--- src/rtl/am_lock_lane_fsm.sv ---
// Per-lane alignment-marker lock: finds the PCS lane in the stream, confirms it one AM period later, then tracks it.
// Latency: 1 cycle from an accepted block to registered outputs (async reset clears outputs at once).
// Backpressure: none; i_valid=0 freezes timer/FSM state and suppresses pulses. Optional AM_LOCK_ERRCNT_EN adds o_err_count.
module am_lock_lane_fsm #(
  parameter  int NB_BLOCK  = 66,
  parameter  int NB_AM     = 48,
  parameter  int N_ALIGNER = 20,
  parameter  int AM_PERIOD = 16384,
  parameter  int N_INVALID = 4,
  localparam int NB_ID     = (N_ALIGNER > 1) ? $clog2(N_ALIGNER) : 1
) (
  input  logic                i_clock,
  input  logic                i_reset_n,
  input  logic                i_valid,
  input  logic                i_block_lock,
  input  logic [NB_BLOCK-1:0] i_data,
  input  logic [NB_AM-1:0]    i_compare_mask,
  output logic                o_am_lock,
  output logic [NB_ID-1:0]    o_lane_id,
  output logic                o_am_flag,
  output logic                o_am_match
`ifdef AM_LOCK_ERRCNT_EN
  ,
  output logic [15:0]         o_err_count
`endif
);

  localparam int TW = (AM_PERIOD > 1) ? $clog2(AM_PERIOD) : 1;
  localparam int CW = $clog2(N_INVALID + 1);

  typedef enum logic [1:0] {LOCK_INIT, GET_AM, COMP_AM, CHECK} state_t;

  // Standard 100G marker bytes {M0,M1,M2}; M4..M6 are their bitwise complement.
  function automatic logic [23:0] am_head(input int k);
    case (k)
      0:       am_head = 24'hC16821;
      1:       am_head = 24'h9D718E;
      2:       am_head = 24'h594BE8;
      3:       am_head = 24'h4D957B;
      4:       am_head = 24'hF50709;
      5:       am_head = 24'hDD14C2;
      6:       am_head = 24'h9A4A26;
      7:       am_head = 24'h7B4566;
      8:       am_head = 24'hA02476;
      9:       am_head = 24'h68C9FB;
      10:      am_head = 24'hFD6C99;
      11:      am_head = 24'hB99155;
      12:      am_head = 24'h5CB9B2;
      13:      am_head = 24'h1AF8BD;
      14:      am_head = 24'h83C7CA;
      15:      am_head = 24'h3536CD;
      16:      am_head = 24'hC4314C;
      17:      am_head = 24'hADD6B7;
      18:      am_head = 24'h5F662A;
      19:      am_head = 24'hC0F0E5;
      default: am_head = 24'h000000;
    endcase
  endfunction

  state_t           state_q, state_d;
  logic [TW-1:0]    timer_q, timer_d;
  logic [CW-1:0]    invld_q, invld_d;
  logic             lock_d, flag_d, match_d;
  logic [NB_ID-1:0] id_d;

  logic [1:0]           sh;
  logic [NB_AM-1:0]     am_rx;
  logic [N_ALIGNER-1:0] match_vec;
  logic                 any_hit;
  logic [NB_ID-1:0]     hit_id;
  logic                 lane_hit;
  logic                 at_am;
  logic                 unused_bip;

  // BIP3/BIP7 carry parity, never part of the marker compare.
  assign sh         = i_data[NB_BLOCK-1 -: 2];
  assign am_rx      = {i_data[63:40], i_data[31:8]};
  assign unused_bip = ^{i_data[39:32], i_data[7:0]};
  assign any_hit    = |match_vec;
  assign at_am      = (timer_q == TW'(AM_PERIOD - 1));

  // Masked compare of the block against every lane's marker.
  always_comb begin
    match_vec = '0;
    for (int k = 0; k < N_ALIGNER; k++) begin
      match_vec[k] = (sh == 2'b10) &&
                     (&(~(am_rx ^ {am_head(k), ~am_head(k)}) | ~i_compare_mask));
    end
  end

  // Lowest matching lane for capture, and whether the captured lane matches.
  always_comb begin
    hit_id   = '0;
    lane_hit = 1'b0;
    for (int k = N_ALIGNER - 1; k >= 0; k--) begin
      if (match_vec[k]) hit_id = NB_ID'(k);
    end
    for (int k = 0; k < N_ALIGNER; k++) begin
      if (NB_ID'(k) == o_lane_id) lane_hit = match_vec[k];
    end
  end

  // Lock FSM next state, timer, invalid counter and output values.
  always_comb begin
    state_d = state_q;
    timer_d = timer_q;
    invld_d = invld_q;
    lock_d  = o_am_lock;
    id_d    = o_lane_id;
    flag_d  = 1'b0;
    match_d = 1'b0;
    if (!i_block_lock) begin
      state_d = LOCK_INIT;
      timer_d = '0;
      invld_d = '0;
      lock_d  = 1'b0;
      id_d    = '0;
    end else begin
      case (state_q)
        LOCK_INIT: begin
          timer_d = '0;
          invld_d = '0;
          lock_d  = 1'b0;
          state_d = GET_AM;
        end
        GET_AM: begin
          if (i_valid && any_hit) begin
            id_d    = hit_id;
            timer_d = '0;
            state_d = COMP_AM;
          end
        end
        COMP_AM: begin
          if (i_valid) begin
            if (at_am) begin
              timer_d = '0;
              if (lane_hit) begin
                state_d = CHECK;
                lock_d  = 1'b1;
                invld_d = '0;
              end else begin
                state_d = GET_AM;
              end
            end else begin
              timer_d = timer_q + 1'b1;
            end
          end
        end
        CHECK: begin
          if (i_valid) begin
            if (at_am) begin
              timer_d = '0;
              flag_d  = 1'b1;
              if (lane_hit) begin
                match_d = 1'b1;
                invld_d = '0;
              end else if (invld_q == CW'(N_INVALID - 1)) begin
                state_d = LOCK_INIT;
                lock_d  = 1'b0;
                invld_d = '0;
              end else begin
                invld_d = invld_q + 1'b1;
              end
            end else begin
              timer_d = timer_q + 1'b1;
            end
          end
        end
        default: state_d = LOCK_INIT;
      endcase
    end
  end

  // State and registered outputs.
  always_ff @(posedge i_clock or negedge i_reset_n) begin
    if (!i_reset_n) begin
      state_q    <= LOCK_INIT;
      timer_q    <= '0;
      invld_q    <= '0;
      o_am_lock  <= 1'b0;
      o_lane_id  <= '0;
      o_am_flag  <= 1'b0;
      o_am_match <= 1'b0;
    end else begin
      state_q    <= state_d;
      timer_q    <= timer_d;
      invld_q    <= invld_d;
      o_am_lock  <= lock_d;
      o_lane_id  <= id_d;
      o_am_flag  <= flag_d;
      o_am_match <= match_d;
    end
  end

`ifdef AM_LOCK_ERRCNT_EN
  logic bad_am;

  // A missed marker at an expected position, either while confirming or while locked.
  assign bad_am = i_block_lock && i_valid && at_am && !lane_hit &&
                  ((state_q == COMP_AM) || (state_q == CHECK));

  // Saturating bad-marker counter, cleared only by reset.
  always_ff @(posedge i_clock or negedge i_reset_n) begin
    if (!i_reset_n) begin
      o_err_count <= 16'h0000;
    end else if (bad_am && (o_err_count != 16'hFFFF)) begin
      o_err_count <= o_err_count + 16'h0001;
    end
  end
`endif

endmodule

--- config.mk ---
export PLATFORM = sky130hd
export DESIGN_NAME = am_lock_lane_fsm
export DESIGN_NICKNAME = d
export VERILOG_FILES = /design/src/rtl/am_lock_lane_fsm.sv
export SDC_FILE = /design/constraint.sdc
export NUM_CORES = 1
export LEC_CHECK = 0
export CAP_MARGIN = 20
export CORE_UTILIZATION = 41
export DETAILED_ROUTE_END_ITERATION = 16
export GPL_TIMING_DRIVEN = 0
export PLACE_DENSITY = 0.75
export SETUP_SLACK_MARGIN = 0.02
export SYNTH_ARGS = -nofsm -noshare
export SYNTH_HDL_FRONTEND = slang
export SYNTH_SLANG_ARGS = --single-unit
--- constraint.sdc ---
create_clock -name i_clock -period 2.2 [get_ports i_clock]
set_input_delay 0.22 -clock i_clock [delete_from_list [all_inputs] [get_ports i_clock]]
set_output_delay 0.22 -clock i_clock [all_outputs]
set_load 0.02 [all_outputs]
==> metrics <==
status complete, but fails checks; failing checks negative setup slack; Lkg Pwr 2.82 nW; Die Y 91.7 um; Initial Utilization 0.425; clock latency on the worst-skew pair 0.29 ns; Slew @ Worst Pin 0.808 ns; slowest stage cell, crit path a41oi_2; non-filler cells, final 801; hold crit path type input pin to asynchronous set/reset pin; total number of yosys warnings 0; Power Dens Cells 266 nW/um^2; grt ovf 0; r2r worst-path depth 10; Overall Global Routing Usage 0.367; total negative setup slack -13.51 ns; Longest Clk Path Bufs 2; dpl ws -1.20 ns; syn nets 586; first-pass GRT wire length 24.8 mm; clk_skew 0.0115 ns; largest net degree at the start of global routing 15; Cells after DPL 678; post-DP HPWL 10.4 mm; Primary FF master, synth dfrtp_1; TritonCTS clock tree built; vias per cell 6.99; mean routed wirelength per cell 24.1 um; Die W 91.7 um; Antenna diodes 0; reg-to-reg startpoint timer_q[4]; initial antenna violation count 0; Worst Hold Slack 0.355 ns; FF-to-FF setup slack -0.39 ns; Final Power 1.70 mW; Reg power frac 0.293; post-synthesis sequential area ratio 0.205; vias in the first global route 5,062; RePlAce Congestion 1.01; Util after Layout 0.823; fin nets 820; First DRT Iteration DRCs 943; Slew headroom 0.456; dominant cell type by area after synthesis dfrtp_1; hold_buf cts 0; final count of hold timing violations 0; cell family with most CP delay compound AO/OA/AOI/OAI gates; Max Slew Vio Count 0; count of different cell masters after synthesis 61; setup violation total in the final timing report 26; Synth Cell Area 3300 um^2; I/O pins 126; CP peak stage delay 0.39 ns; FFs w/ async S/R, synth 1.00; Finished Cell Area 6390 um^2; most frequent cells after synthesis 85 x nand2_1, 71 x nand4_1, 46 x nand2b_1; clk slew on worst S/H paths 0.11 ns; CP cell instances dlygate4sd2_1 > nand2_2 > nand4_1 > buf_6 > nor3_2 > nand4_1 > buf_4 > buf_4 > nand2_1 > o221ai_2 > a41oi_2 > a41oi_2 > a311o_1 > o21ai_2; r2r endpoint state_q[0]; most common cell in the netlist nand2_1; Clk network pwr share 0.180; fmax 347 MHz; Worst Path Required 2.42 ns; Synth top area share 0.205; Post-synth EDFFs 0; CTS root buffer clkbuf_8; Sw Share 0.403; Crit path buffers/inverters 4; ranking of synthesized cells by area dfrtp_1 20%, nand4_1 13%, nand2_1 9.7%, nand2b_1 8.7%, nor4_1 5.3%; Post-Syn Area per Cell 7.08 um^2; DRC viols 0; Worst EP arrival 3.11 ns; crit start category input pin; CTS Sinks 27; IO Port Bufs 109; post-route ant nets 0; Cell Rows 32; H-Tree Depth 1; fin crit share 1.31; ratio of cells with drive above 1 in the final layout 0.439; Die ar. 8410 um^2; VDD IR-drop max 0.223 mV; P&R area growth vs syn 93.8%; routed wire length 19.3 mm; synthesized instance count 466; post-layout min period 2.88 ns; Int Pwr 1.01 mW; Area after DPL 4640 um^2; Seq cells post-synth 27; routed vias 5,600; RSZ-0062 raised after global routing yes; Core Box Area 7770 um^2; Pre-antenna DRT Iters 9; largest fanout on the critical path 4; NetSw 0.684 mW; Logic pwr share 0.527; max_cap viols 0; critical path endpoint category flip-flop; cts bufs inserted 3; Crit Path Class input pin to flip-flop; worst setup slack after layout -0.683 ns
[worst max path at each step]
stage | startpoint | endpoint | slack (ns) | depth (start not counted)
after floorplan | i_data[64] | o_lane_id[2] | -0.04 | 11
after global placement | i_data[43] | o_lane_id[1] | -1.19 | 11
after detailed placement | i_data[48] | state_q[0] | -1.20 | 11
after CTS | i_data[64] | o_lane_id[1] | -0.33 | 13
after global routing | i_data[40] | o_lane_id[0] | -0.86 | 13
final | i_compare_mask[7] | o_lane_id[0] | -0.68 | 14
[state kept, by name, summed over array words and instances, names as in the netlist]
register    flops
o_lane_id       5
o_am_match      1
invld_q         3
state_q         2
timer_q        14
o_am_flag       1
o_am_lock       1
[cell usage in the layout, fill, tap and decap left out, drive strengths merged, types with 2 or more instances in the layout]
cell type	instances
dfrtp	27
and2	3
o21ai	10
xor2	10
nand4	76
a221o	2
and3	5
o2111ai	3
nor2	35
nor3	28
ha	2
nand2b	46
a21oi	8
a21boi	2
inv	18
o211ai	2
a32oi	2
nand3	8
buf	130
clkdlybuf4s50	11
dlygate4sd2	59
or4b	2
o221ai	3
clkbuf	27
nor4	35
mux2	4
and4	4
a31oi	5
mux2i	4
clkdlybuf4s15	16
o21bai	2
nor2b	3
nand2	85
a41oi	2
[cells by family after synthesis]
group                      synth area share
DFF                                   0.205
adders and majority gates           0.00759
AOI/OAI and AO/OA                     0.129
buffers and inverters                0.0368
muxes                                0.0258
and+or+nand+nor                       0.566
xor gates and xnor gates             0.0292
[layout make-up]
cell class	instances	area, um^2
Multi-Input combinational cell	410	3500
Timing Repair Buffer	229	1910
Fill cell	461	1380
Sequential cell	27	676
Tap cell	102	128
Inverter	19	71.3
Buffer	10	65.1
Clock buffer	4	45.0
[power groups by stage]
stage          Clock (mW)  Combinational [mW]  Sequential (mW)
2_1_floorplan           0               0.244            0.507
3_3_place_gp            0               0.529            0.507
3_5_place_dp            0               0.537            0.507
4_1_cts             0.301               0.736            0.498
5_1_grt             0.325               0.923            0.498
6_report            0.306               0.895            0.498
[routing by layer]
layer  part of all wire  vias up  GRT usage
li1                   -     2252          -
met1               0.35     2564      0.462
met2               0.44      573      0.608
met3               0.13      211     0.0837
met4              0.080        0      0.145
met5                  0        -          0
[repair_timing]
item                                    CTS  global route
endpoints found under the setup margin   26            26
resized for setup                       261            88
setup buffers                            81            38
pin swaps                               114            62
gates cloned                              1             0
No activity file was read; power rests on OpenSTA's default activity.
